==> config.mk <==
export PLATFORM = sky130hd
export DESIGN_NAME = sonic_sprite_fetch
export DESIGN_NICKNAME = d
export VERILOG_FILES = /design/src/rtl/sonic_sprite_pkg.sv /design/src/rtl/sonic_anim_ctrl.sv /design/src/rtl/sonic_sprite_fetch.sv
export SDC_FILE = /design/constraint.sdc
export NUM_CORES = 1
export LEC_CHECK = 0
export BUFFER_PORTS_ARGS = -buffer_cell sky130_fd_sc_hd__buf_2
export CAP_MARGIN = 20
export CORE_MARGIN = 2
export CORE_UTILIZATION = 45
export DETAILED_ROUTE_END_ITERATION = 6
export PLACE_DENSITY_LB_ADDON = 0.05
export SYNTH_ARGS = -nofsm -noshare
export SYNTH_HDL_FRONTEND = slang
export SYNTH_SLANG_ARGS = --single-unit
==> constraint.sdc <==
create_clock -name clk -period 13.7 [get_ports clk]
set_clock_uncertainty 0.15 [all_clocks]
set_input_delay 2.74 -clock clk [delete_from_list [all_inputs] [get_ports clk]]
set_output_delay 2.74 -clock clk [all_outputs]
set_load 0.05 [all_outputs]
==> src/rtl/sonic_sprite_pkg.sv <==
// Shared constants and types for the Sonic sprite fetch stage and its palette.
package sonic_sprite_pkg;

  localparam int SPRITE_W        = 40;
  localparam int SPRITE_H        = 40;
  localparam int FRAMES          = 4;
  localparam int TRANSPARENT_IDX = 0;

  typedef logic [9:0] coord_t;
  typedef logic [3:0] pal_idx_t;

endpackage

==> src/rtl/sonic_anim_ctrl.sv <==
// Per-frame geometry latches and the animation frame counter, both advanced only on vsync.
module sonic_anim_ctrl
  import sonic_sprite_pkg::*;
#(
  parameter int FRAMES   = 4,
  parameter int ANIM_DIV = 8,
  localparam int FW      = (FRAMES > 1) ? $clog2(FRAMES) : 1,
  localparam int DW      = (ANIM_DIV > 1) ? $clog2(ANIM_DIV) : 1
) (
  input  logic          clk,
  input  logic          reset_n,
  input  logic          vsync_pulse,
  input  logic          moving,
  input  coord_t        sprite_x,
  input  coord_t        sprite_y,
  input  logic          facing_left,
  output coord_t        pos_x_q,
  output coord_t        pos_y_q,
  output logic          face_q,
  output logic [FW-1:0] frame_sel
);

  logic [DW-1:0] div_cnt;

  // Standing still snaps straight back to the standing frame.
  always_ff @(posedge clk or negedge reset_n) begin
    if (!reset_n) begin
      pos_x_q   <= '0;
      pos_y_q   <= '0;
      face_q    <= 1'b0;
      div_cnt   <= '0;
      frame_sel <= '0;
    end else if (vsync_pulse) begin
      pos_x_q <= sprite_x;
      pos_y_q <= sprite_y;
      face_q  <= facing_left;
      if (!moving) begin
        div_cnt   <= '0;
        frame_sel <= '0;
      end else if (div_cnt == DW'(ANIM_DIV - 1)) begin
        div_cnt   <= '0;
        frame_sel <= (frame_sel == FW'(FRAMES - 1)) ? '0 : frame_sel + 1'b1;
      end else begin
        div_cnt <= div_cnt + 1'b1;
      end
    end
  end

endmodule

==> src/rtl/sonic_sprite_fetch.sv <==
// Hit test and sprite ROM address pipeline feeding the palette: 3-cycle latency, 1 pixel/clock.
module sonic_sprite_fetch
  import sonic_sprite_pkg::*;
#(
  parameter int SPRITE_W        = sonic_sprite_pkg::SPRITE_W,
  parameter int SPRITE_H        = sonic_sprite_pkg::SPRITE_H,
  parameter int FRAMES          = sonic_sprite_pkg::FRAMES,
  parameter int ANIM_DIV        = 8,
  parameter int ROM_AW          = 13,
  parameter int TRANSPARENT_IDX = sonic_sprite_pkg::TRANSPARENT_IDX,
  localparam int FW             = (FRAMES > 1) ? $clog2(FRAMES) : 1
) (
  input  logic              clk,
  input  logic              reset_n,
  input  coord_t            draw_x,
  input  coord_t            draw_y,
  input  logic              blank,
  input  logic              vsync_pulse,
  input  coord_t            sprite_x,
  input  coord_t            sprite_y,
  input  logic              facing_left,
  input  logic              moving,
  output logic [ROM_AW-1:0] rom_addr,
  input  pal_idx_t          rom_data,
  output pal_idx_t          pixel_index,
  output logic              pixel_valid,
  output logic [FW-1:0]     frame_sel
);

  coord_t pos_x_q;
  coord_t pos_y_q;
  logic   face_q;

  sonic_anim_ctrl #(
    .FRAMES   (FRAMES),
    .ANIM_DIV (ANIM_DIV)
  ) u_anim (
    .clk         (clk),
    .reset_n     (reset_n),
    .vsync_pulse (vsync_pulse),
    .moving      (moving),
    .sprite_x    (sprite_x),
    .sprite_y    (sprite_y),
    .facing_left (facing_left),
    .pos_x_q     (pos_x_q),
    .pos_y_q     (pos_y_q),
    .face_q      (face_q),
    .frame_sel   (frame_sel)
  );

  // Bounds are compared at 11 bits so a sprite hanging off the right/bottom edge clips instead of wrapping.
  logic [10:0] px, py, dx, dy;
  logic        hit;
  coord_t      lx, ly, col;

  assign px  = {1'b0, pos_x_q};
  assign py  = {1'b0, pos_y_q};
  assign dx  = {1'b0, draw_x};
  assign dy  = {1'b0, draw_y};
  assign hit = !blank && (dx >= px) && (dx < px + 11'(SPRITE_W))
                      && (dy >= py) && (dy < py + 11'(SPRITE_H));
  assign lx  = draw_x - pos_x_q;
  assign ly  = draw_y - pos_y_q;
  assign col = face_q ? coord_t'(SPRITE_W - 1) - lx : lx;

  logic hit1, hit2;

  always_ff @(posedge clk or negedge reset_n) begin
    if (!reset_n) begin
      rom_addr    <= '0;
      hit1        <= 1'b0;
      hit2        <= 1'b0;
      pixel_index <= '0;
      pixel_valid <= 1'b0;
    end else begin
      rom_addr    <= hit ? ROM_AW'(int'(frame_sel) * SPRITE_W * SPRITE_H
                                   + int'(ly) * SPRITE_W + int'(col)) : '0;
      hit1        <= hit;
      hit2        <= hit1;
      pixel_index <= rom_data;
      pixel_valid <= hit2 && (rom_data != pal_idx_t'(TRANSPARENT_IDX));
    end
  end

endmodule

==> summary.md, run 1 <==
| Metric | Value |
|---|---|
| Setup crit end kind | flip-flop |
| CTS resizes | 0 |
| Syn_nets | 555 |
| Netlist cell types | 46 |
| Max frequency | 0.1425 GHz |
| Flop pwr share | 19.9% |
| Dpl hpwl | 6.753 mm |
| RSZ-0062 raised after global routing | no |
| Detail Route Antenna Nets | 0 |
| Core area | 8593 um2 |
| Critical Path Source Type | input port |
| Die area | 9462 um2 |
| Sw Ratio | 43.93% |
| Crit path from | draw_y[0] |
| Setup TNS | 0 ns |
| Final Util | 52.23% |
| CTS sink count | 46 |
| I/O Buffers | 69 |
| CTS Root Cell | clkbuf_8 |
| Hold Crit Class | reg2reg |
| Top cells by area, synth | dfrtp_1 29%, ha_1 22%, xnor2_1 7.4%, o21ai_0 4.7%, inv_1 4.4% |
| ANT cells | 0 |
| Crit path time final | 7.020 ns |
| Clk Latency, worst-skew pair | 0.31 ns |
| Drt pass-1 iters | 4 |
| Layout cells sized above 1 | 16.20% |
| Initial antenna violation count | 0 |
| Cell Area, Synth | 3915 um2 |
| Die Ht | 97.28 um |
| First-pass GRT wire length | 13.96 mm |
| Place WS | 6.320 ns |
| # rows | 34 |
| Crit path cell chain | buf_2, inv_1, ha_1, inv_1, fa_1, a21o_1, a21oi_1, xnor2_1, ha_1, ha_1, a21o_1, a21oi_1, xnor2_1, fa_1, ha_1, o21ai_0, a21oi_1, o41ai_1, xnor2_1, nand4_1, nor3b_1 |
| Switching pwr | 346.2 uW |
| Residual DRC | 0 |
| Power per cell area | 175.6 nW/um2 |
| Post-layout nets | 624 |
| Routed length per placed instance | 13.56 um |
| Cell leakage power | 0.002305 uW |
| Synth top area share | 29.40% |
| Post-CTS Setup Bufs | 0 |
| Largest net degree at the start of global routing | 50 |
| Async S/R FF share, synth | 100.0% |
| Drt total wl | 8.243 mm |
| Mapped Cells | 430 |
| Hold Startpoint | hit1$_DFF_PN0_ |
| Relative slew slack | 48.21% |
| Final Hold Slack | 0.2099 ns |
| GRT overflow | 0 |
| Reg2reg start | u_anim.pos_y_q[0]$_DFFE_PN0P_ |
| CP max FO | 3 |
| Post-synth top flop | dfrtp_1 |
| Data required, critical path | 13.73 ns |
| Htree depth | 2 |
| Die width | 97.28 um |
| YS warnings | 0 |
| RD Place Congestion | 0.9166 |
| Max Buffers Root-to-Sink | 2 |
| Fin crit share | 51.24% |
| Max incr delay on CP | 0.44 ns |
| Area delta synth->final | 14.64% |
| Setup WS post-layout | 6.680 ns |
| Most used cell, CP | ha_1 |
| Worst Path Arrival | 7.05 ns |
| Setup-failing EPs final | 0 |
| DR iter-0 viols | 75 |
| Via count | 3,118 |
| Initial Utilization | 45.56% |
| Yosys reg bits | 46 |
| CTS clk-pin slew, worst paths | 0.10 ns |
| Fin. max-slew vios | 0 |
| Vias per std cell | 5.128 |
| Outcome | finished, final reports clean |
| Internal Power | 441.9 uW |
| Post-synth top area cell | dfrtp_1 |
| Clock power frac | 13.1% |
| Total CTS buffers | 5 |
| Largest delay share family, worst path | adder cells |
| Top Ports | 70 |
| Worst path bufs/invs | 3 |
| Post-synth EDFFs | 0 |
| Worst slew pin tran | 0.7769 ns |
| Max Cap Viol | 0 |
| Seq/Total Area, Yosys | 29.40% |
| Slowest stage cell, crit path | fa_1 |
| Vias in the first global route | 3,030 |
| CTS Hold Bufs | 0 |
| GR Util All Layers | 17.96% |
| Final Hold Fails | 0 |
| Logic gate share of total power | 66.9% |
| CTS tree | built |
| Avg Inst Size Synth | 9.105 um2 |
| CP Class | in2reg |
| Peak VDD IR | 0.0001043 V |
## per-stage QoR
| stage | cell area, um2 | std cells | power [uW] |
|---|---|---|---|
| floorplan | 3915 | 430 | 589.0 |
| global placement | 4358 | 599 | 683.3 |
| detailed placement | 4358 | 599 | 690.6 |
| CTS | 4468 | 607 | 799.5 |
| global route | 4488 | 608 | 874.3 |
| finish | 4488 | 608 | 788.1 |
## cell usage after synthesis (2+ instances only)
library cell and n:
o21ai_0 37, inv_1 46, a21boi_0 2, o41ai_1 3
nor2b_1 7, a21oi_1 19, a211o_1 2, nor2_1 34
clkbuf_1 7, ha_1 68, a41o_1 2, o21bai_1 4
o21a_1 5, fa_1 7, nor3_1 8, xor2_1 13
a21o_1 7, a31oi_1 3, nand3_1 7, nand2_1 32
mux2_2 3, nand4_1 3, or3_1 5, o31ai_1 3
nand3b_1 2, xnor2_1 33, nand2b_1 4, dfrtp_1 46
## power groups by stage
stage / Clock, uW / Combinational (uW) / Sequential, uW
6_report: 104 / 527 / 157
5_1_grt: 114 / 601 / 159
4_1_cts: 109 / 533 / 157
3_5_place_dp: 0 / 530 / 160
3_3_place_gp: 0 / 523 / 160
2_1_floorplan: 0 / 407 / 182
## registers in the layout, indices dropped and copies added, names as in the netlist
signal / count
u_anim.div_cnt: 3
rom_addr: 13
u_anim.frame_sel: 2
pixel_index: 4
hit2: 1
u_anim.pos_x_q: 10
hit1: 1
u_anim.pos_y_q: 10
pixel_valid: 1
u_anim.face_q: 1
## cell families after synthesis
kind of cell             count (synthesis)  share of synthesized area [%]
flip-flops                              46                          29.40
AND/OR/NAND/NOR                        107                          12.72
adder cells (fa/ha/maj)                 75                          25.31
buffers and inverters                   54                          5.369
XOR/XNOR                                46                          10.29
multiplexers                             3                         0.8628
AO/OA/AOI/OAI                           99                          16.04
## cell type report
| class | count | area (um2) |
|---|---|---|
| clock buffers | 6 | 72.57 |
| clock inverters | 2 | 37.54 |
| fillers | 855 | 4105 |
| inverters | 46 | 172.7 |
| multi-input cells | 330 | 2554 |
| flip-flops and latches | 46 | 1151 |
| well taps | 108 | 135.1 |
| repair buffers | 70 | 365.4 |
## worst paths after layout
check | endpoint | slack, ns | cells past startpoint
max | rom_addr[12]$_DFF_PN0_ | 6.68 | 21
min | hit2$_DFF_PN0_ | 0.21 | 0
max reg2reg | rom_addr[12]$_DFF_PN0_ | 8.88 | 19
min reg2reg | hit2$_DFF_PN0_ | 0.21 | 0
max in group asynchronous | u_anim.pos_x_q[5]$_DFFE_PN0P_ | 10.75 | 2
min in group asynchronous | u_anim.frame_sel[0]$_DFFE_PN0P_ | 2.16 | 1
## metal layers
metal / track usage (%) / share of wire (%) / vias up
met5: 0 / 0 / -
met4: 4.594 / 1.0 / 0
met3: 2.158 / 2.1 / 7
met2: 30.29 / 47 / 42
met1: 24.66 / 50 / 1447
li1: - / - / 1622
## layout by cell type (no fill, tap or decap), types with 8 or more instances in the layout
master	netlist	final
nor3_1	8	8
buf_2	0	69
xnor2_1	33	33
dfrtp_1	46	46
o21ai_0	37	37
ha_1	68	68
a21oi_1	19	19
xor2_1	13	13
inv_1	46	46
nor2_1	34	34
nand2_1	32	32
Power figures use the tool's default switching activity.
==> run 2: changes to the inputs <==
clock period = 7 ns   (was 13.7 ns; I/O delays follow)
==> run 2 against run 1 <==
Core utilization unchanged. Final area unchanged. Largest cell class unchanged. Clock power up 91%. Highest routed layer unchanged. Largest power group unchanged. Die area is the same. Cell count unchanged. Sequential cell count is the same. Setup slack worse by 5.4 ns. Global-route usage barely moved. Combinational power is 95% higher. Sequential power grew 96%. Routed wire length is 0.99% lower. Critical path depth unchanged.
==> summary.md, run 2 (synthesis results as in run 1) <==
| Metric | Value |
|---|---|
| CP max FO | 3 (unchanged) |
| Post-layout nets | 624 (unchanged) |
| Largest delay share family, worst path | adder cells |
| Max incr delay on CP | 0.44 ns (about the same) |
| Initial antenna violation count | 0 (unchanged) |
| Outcome | finished, final reports clean |
| Crit path time final | 5.690 ns |
| GRT overflow | 0 (unchanged) |
| Top reg by flops | rom_addr |
| I/O Buffers | 69 (unchanged) |
| Die Ht | 97.28 um (unchanged) |
| Setup WS post-layout | 1.310 ns (-5.370 ns) |
| Critical Path Source Type | input port |
| Reg2Reg Depth | 19 (unchanged) |
| Detail Route Antenna Nets | 0 (unchanged) |
| CTS sink count | 46 (unchanged) |
| Power per cell area | 341.7 nW/um2 (+95%) |
| Worst path bufs/invs | 3 (unchanged) |
| Clk Latency, worst-skew pair | 0.30 ns (about the same) |
| Post-CTS Setup Bufs | 0 (unchanged) |
| Fin. max-slew vios | 0 (unchanged) |
| Slowest stage cell, crit path | fa_1 |
| Final Hold Fails | 0 (unchanged) |
| Max Cap Viol | 0 (unchanged) |
| Top Registers | rom_addr (13), u_anim.pos_x_q (10), u_anim.pos_y_q (10) |
| CTS Root Cell | clkbuf_8 |
| Data required, critical path | 7.02 ns (-6.71 ns) |
| Vias in the first global route | 3,080 (+1.7%) |
| ANT cells | 0 (unchanged) |
| Worst Hold Path EP | hit2$_DFF_PN0_ |
| Reg2reg start | u_anim.pos_y_q[0]$_DFFE_PN0P_ |
| Cell leakage power | 0.002305 uW (unchanged) |
| Top Ports | 70 (unchanged) |
| Commonest cells after routing, fill and taps aside | 69 x buf_2, 68 x ha_1, 46 x inv_1, 46 x dfrtp_1, 37 x o21ai_0 |
| Max reg flops | 13 (unchanged) |
| Dpl hpwl | 6.720 mm (-0.49%) |
| Layout cells sized above 1 | 16.20% (unchanged) |
| # rows | 34 (unchanged) |
| Via count | 3,139 (+0.67%) |
| RSZ-0062 raised after global routing | no |
| Reg-to-reg critical path endpoint | rom_addr[12]$_DFF_PN0_ |
| Drt pass-1 iters | 4 (unchanged) |
| Drt total wl | 8.161 mm (-0.99%) |
| Area delta synth->final | 14.64% (unchanged) |
| Reg2Reg Setup Slack | 2.18 ns (-6.70 ns) |
| Die width | 97.28 um (unchanged) |
| CTS tree | built |
| Total CTS buffers | 5 (unchanged) |
| Vias per std cell | 5.163 (+0.67%) |
| Routed length per placed instance | 13.42 um (-0.99%) |
| Setup TNS | 0 ns (unchanged) |
| Hold Crit Class | reg2reg |
| Core area | 8593 um2 (unchanged) |
| DR iter-0 viols | 66 (-12%) |
| Max frequency | 0.1757 GHz |
| Place WS | 0.9477 ns (-5.372 ns) |
| Most used cell, CP | ha_1 |
| Largest net degree at the start of global routing | 50 (unchanged) |
| Fin crit share | 81.29% |
| Relative slew slack | 49.07% (+0.86 points) |
| Hold Startpoint | hit1$_DFF_PN0_ |
| CP Class | in2reg |
| Max Buffers Root-to-Sink | 2 (unchanged) |
| Peak VDD IR | 0.0001955 V (+87%) |
| Setup crit end kind | flip-flop |
| CTS clk-pin slew, worst paths | 0.09 ns (about the same) |
| Worst slew pin tran | 0.7640 ns (-0.01291 ns) |
| WHS Path Cells | 0 (unchanged) |
| RD Place Congestion | 0.9166 (unchanged) |
| Initial Utilization | 45.56% (unchanged) |
| Setup-failing EPs final | 0 (unchanged) |
| Crit path cell chain | buf_2, inv_1, ha_1, inv_1, fa_1, a21o_1, a21oi_1, xnor2_1, ha_1, ha_1, a21o_1, a21oi_1, xnor2_1, fa_1, ha_1, o21ai_0, a21oi_1, o41ai_1, xnor2_1, nand4_1, nor3b_1 |
| Die area | 9462 um2 (unchanged) |
| Commonest non-fill, non-tap cell in the layout | buf_2 |
| Residual DRC | 0 (unchanged) |
| First-pass GRT wire length | 14.01 mm (+0.39%) |
| Worst Path Arrival | 5.71 ns (-1.34 ns) |
| GR Util All Layers | 17.99% (+0.025 points) |
| Htree depth | 2 (unchanged) |
| CTS resizes | 0 (unchanged) |
| CTS Hold Bufs | 0 (unchanged) |
==> run 2: where the power goes <==
group | switching (uW) | total (uW) | leakage [uW] | internal [uW]
clock | 92.6 | 199 | 0.0000514 | 107
sequential | 15.3 | 307 | 0.000589 | 292
combinational | 561 | 1030 | 0.00166 | 466
total | 669 | 1530 | 0.00230 | 864
==> run 2: how the worst max path moves through the flow <==
stage | end | slack [ns] | from | cells past startpoint
2_1_floorplan | rom_addr[12]$_DFF_PN0_ | 1.49 | draw_y[0] | 20
3_3_place_gp | rom_addr[12]$_DFF_PN0_ | 1.02 | draw_y[0] | 21
3_5_place_dp | rom_addr[12]$_DFF_PN0_ | 0.95 | draw_y[0] | 21
4_1_cts | rom_addr[12]$_DFF_PN0_ | 1.28 | draw_y[0] | 21
5_1_grt | rom_addr[12]$_DFF_PN0_ | 1.00 | draw_x[0] | 20
6_report | rom_addr[12]$_DFF_PN0_ | 1.31 | draw_y[0] | 21
==> run 2: routing by layer <==
metal,routed length (um),part of all wire [%],up-vias,global-route usage (%)
li1,-,-,1628,-
met1,3962,49,1457,24.54
met2,3866,47,48,30.34
met3,248,3.0,6,2.446
met4,84,1.0,0,4.487
met5,0,0,-,0
==> run 2: worst reg2reg max path: cells and delay by family, from the launching register on <==
kind | cells | cell delay, ns
XOR/XNOR | 3 | 0.56
flip-flops | 1 | 0.36
adder cells (fa/ha/maj) | 6 | 1.93
buffers and inverters | 1 | 0.06
AO/OA/AOI/OAI | 7 | 1.40
AND/OR/NAND/NOR | 2 | 0.23
==> run 2: per-stage QoR <==
stage / hold WS [ns] / instances / power, uW / utilization, % / cell area [um2]
2_1_floorplan: 0.1812 / 430 / 1153 / - / 3915
3_3_place_gp: 0.1934 / 599 / 1337 / 50.71 / 4358
3_5_place_dp: 0.1918 / 599 / 1349 / 50.71 / 4358
4_1_cts: 0.2148 / 607 / 1561 / 51.99 / 4468
5_1_grt: 0.2330 / 608 / 1708 / 52.23 / 4488
6_report: 0.2084 / 608 / 1534 / 52.23 / 4488
==> run 2: final cells by class <==
class	instances	area, um2
Clock inverter	2	37.54
Sequential cell	46	1151
Multi-Input combinational cell	330	2554
Inverter	46	172.7
Fill cell	882	4105
Timing Repair Buffer	70	365.4
Clock buffer	6	72.57
Tap cell	108	135.1
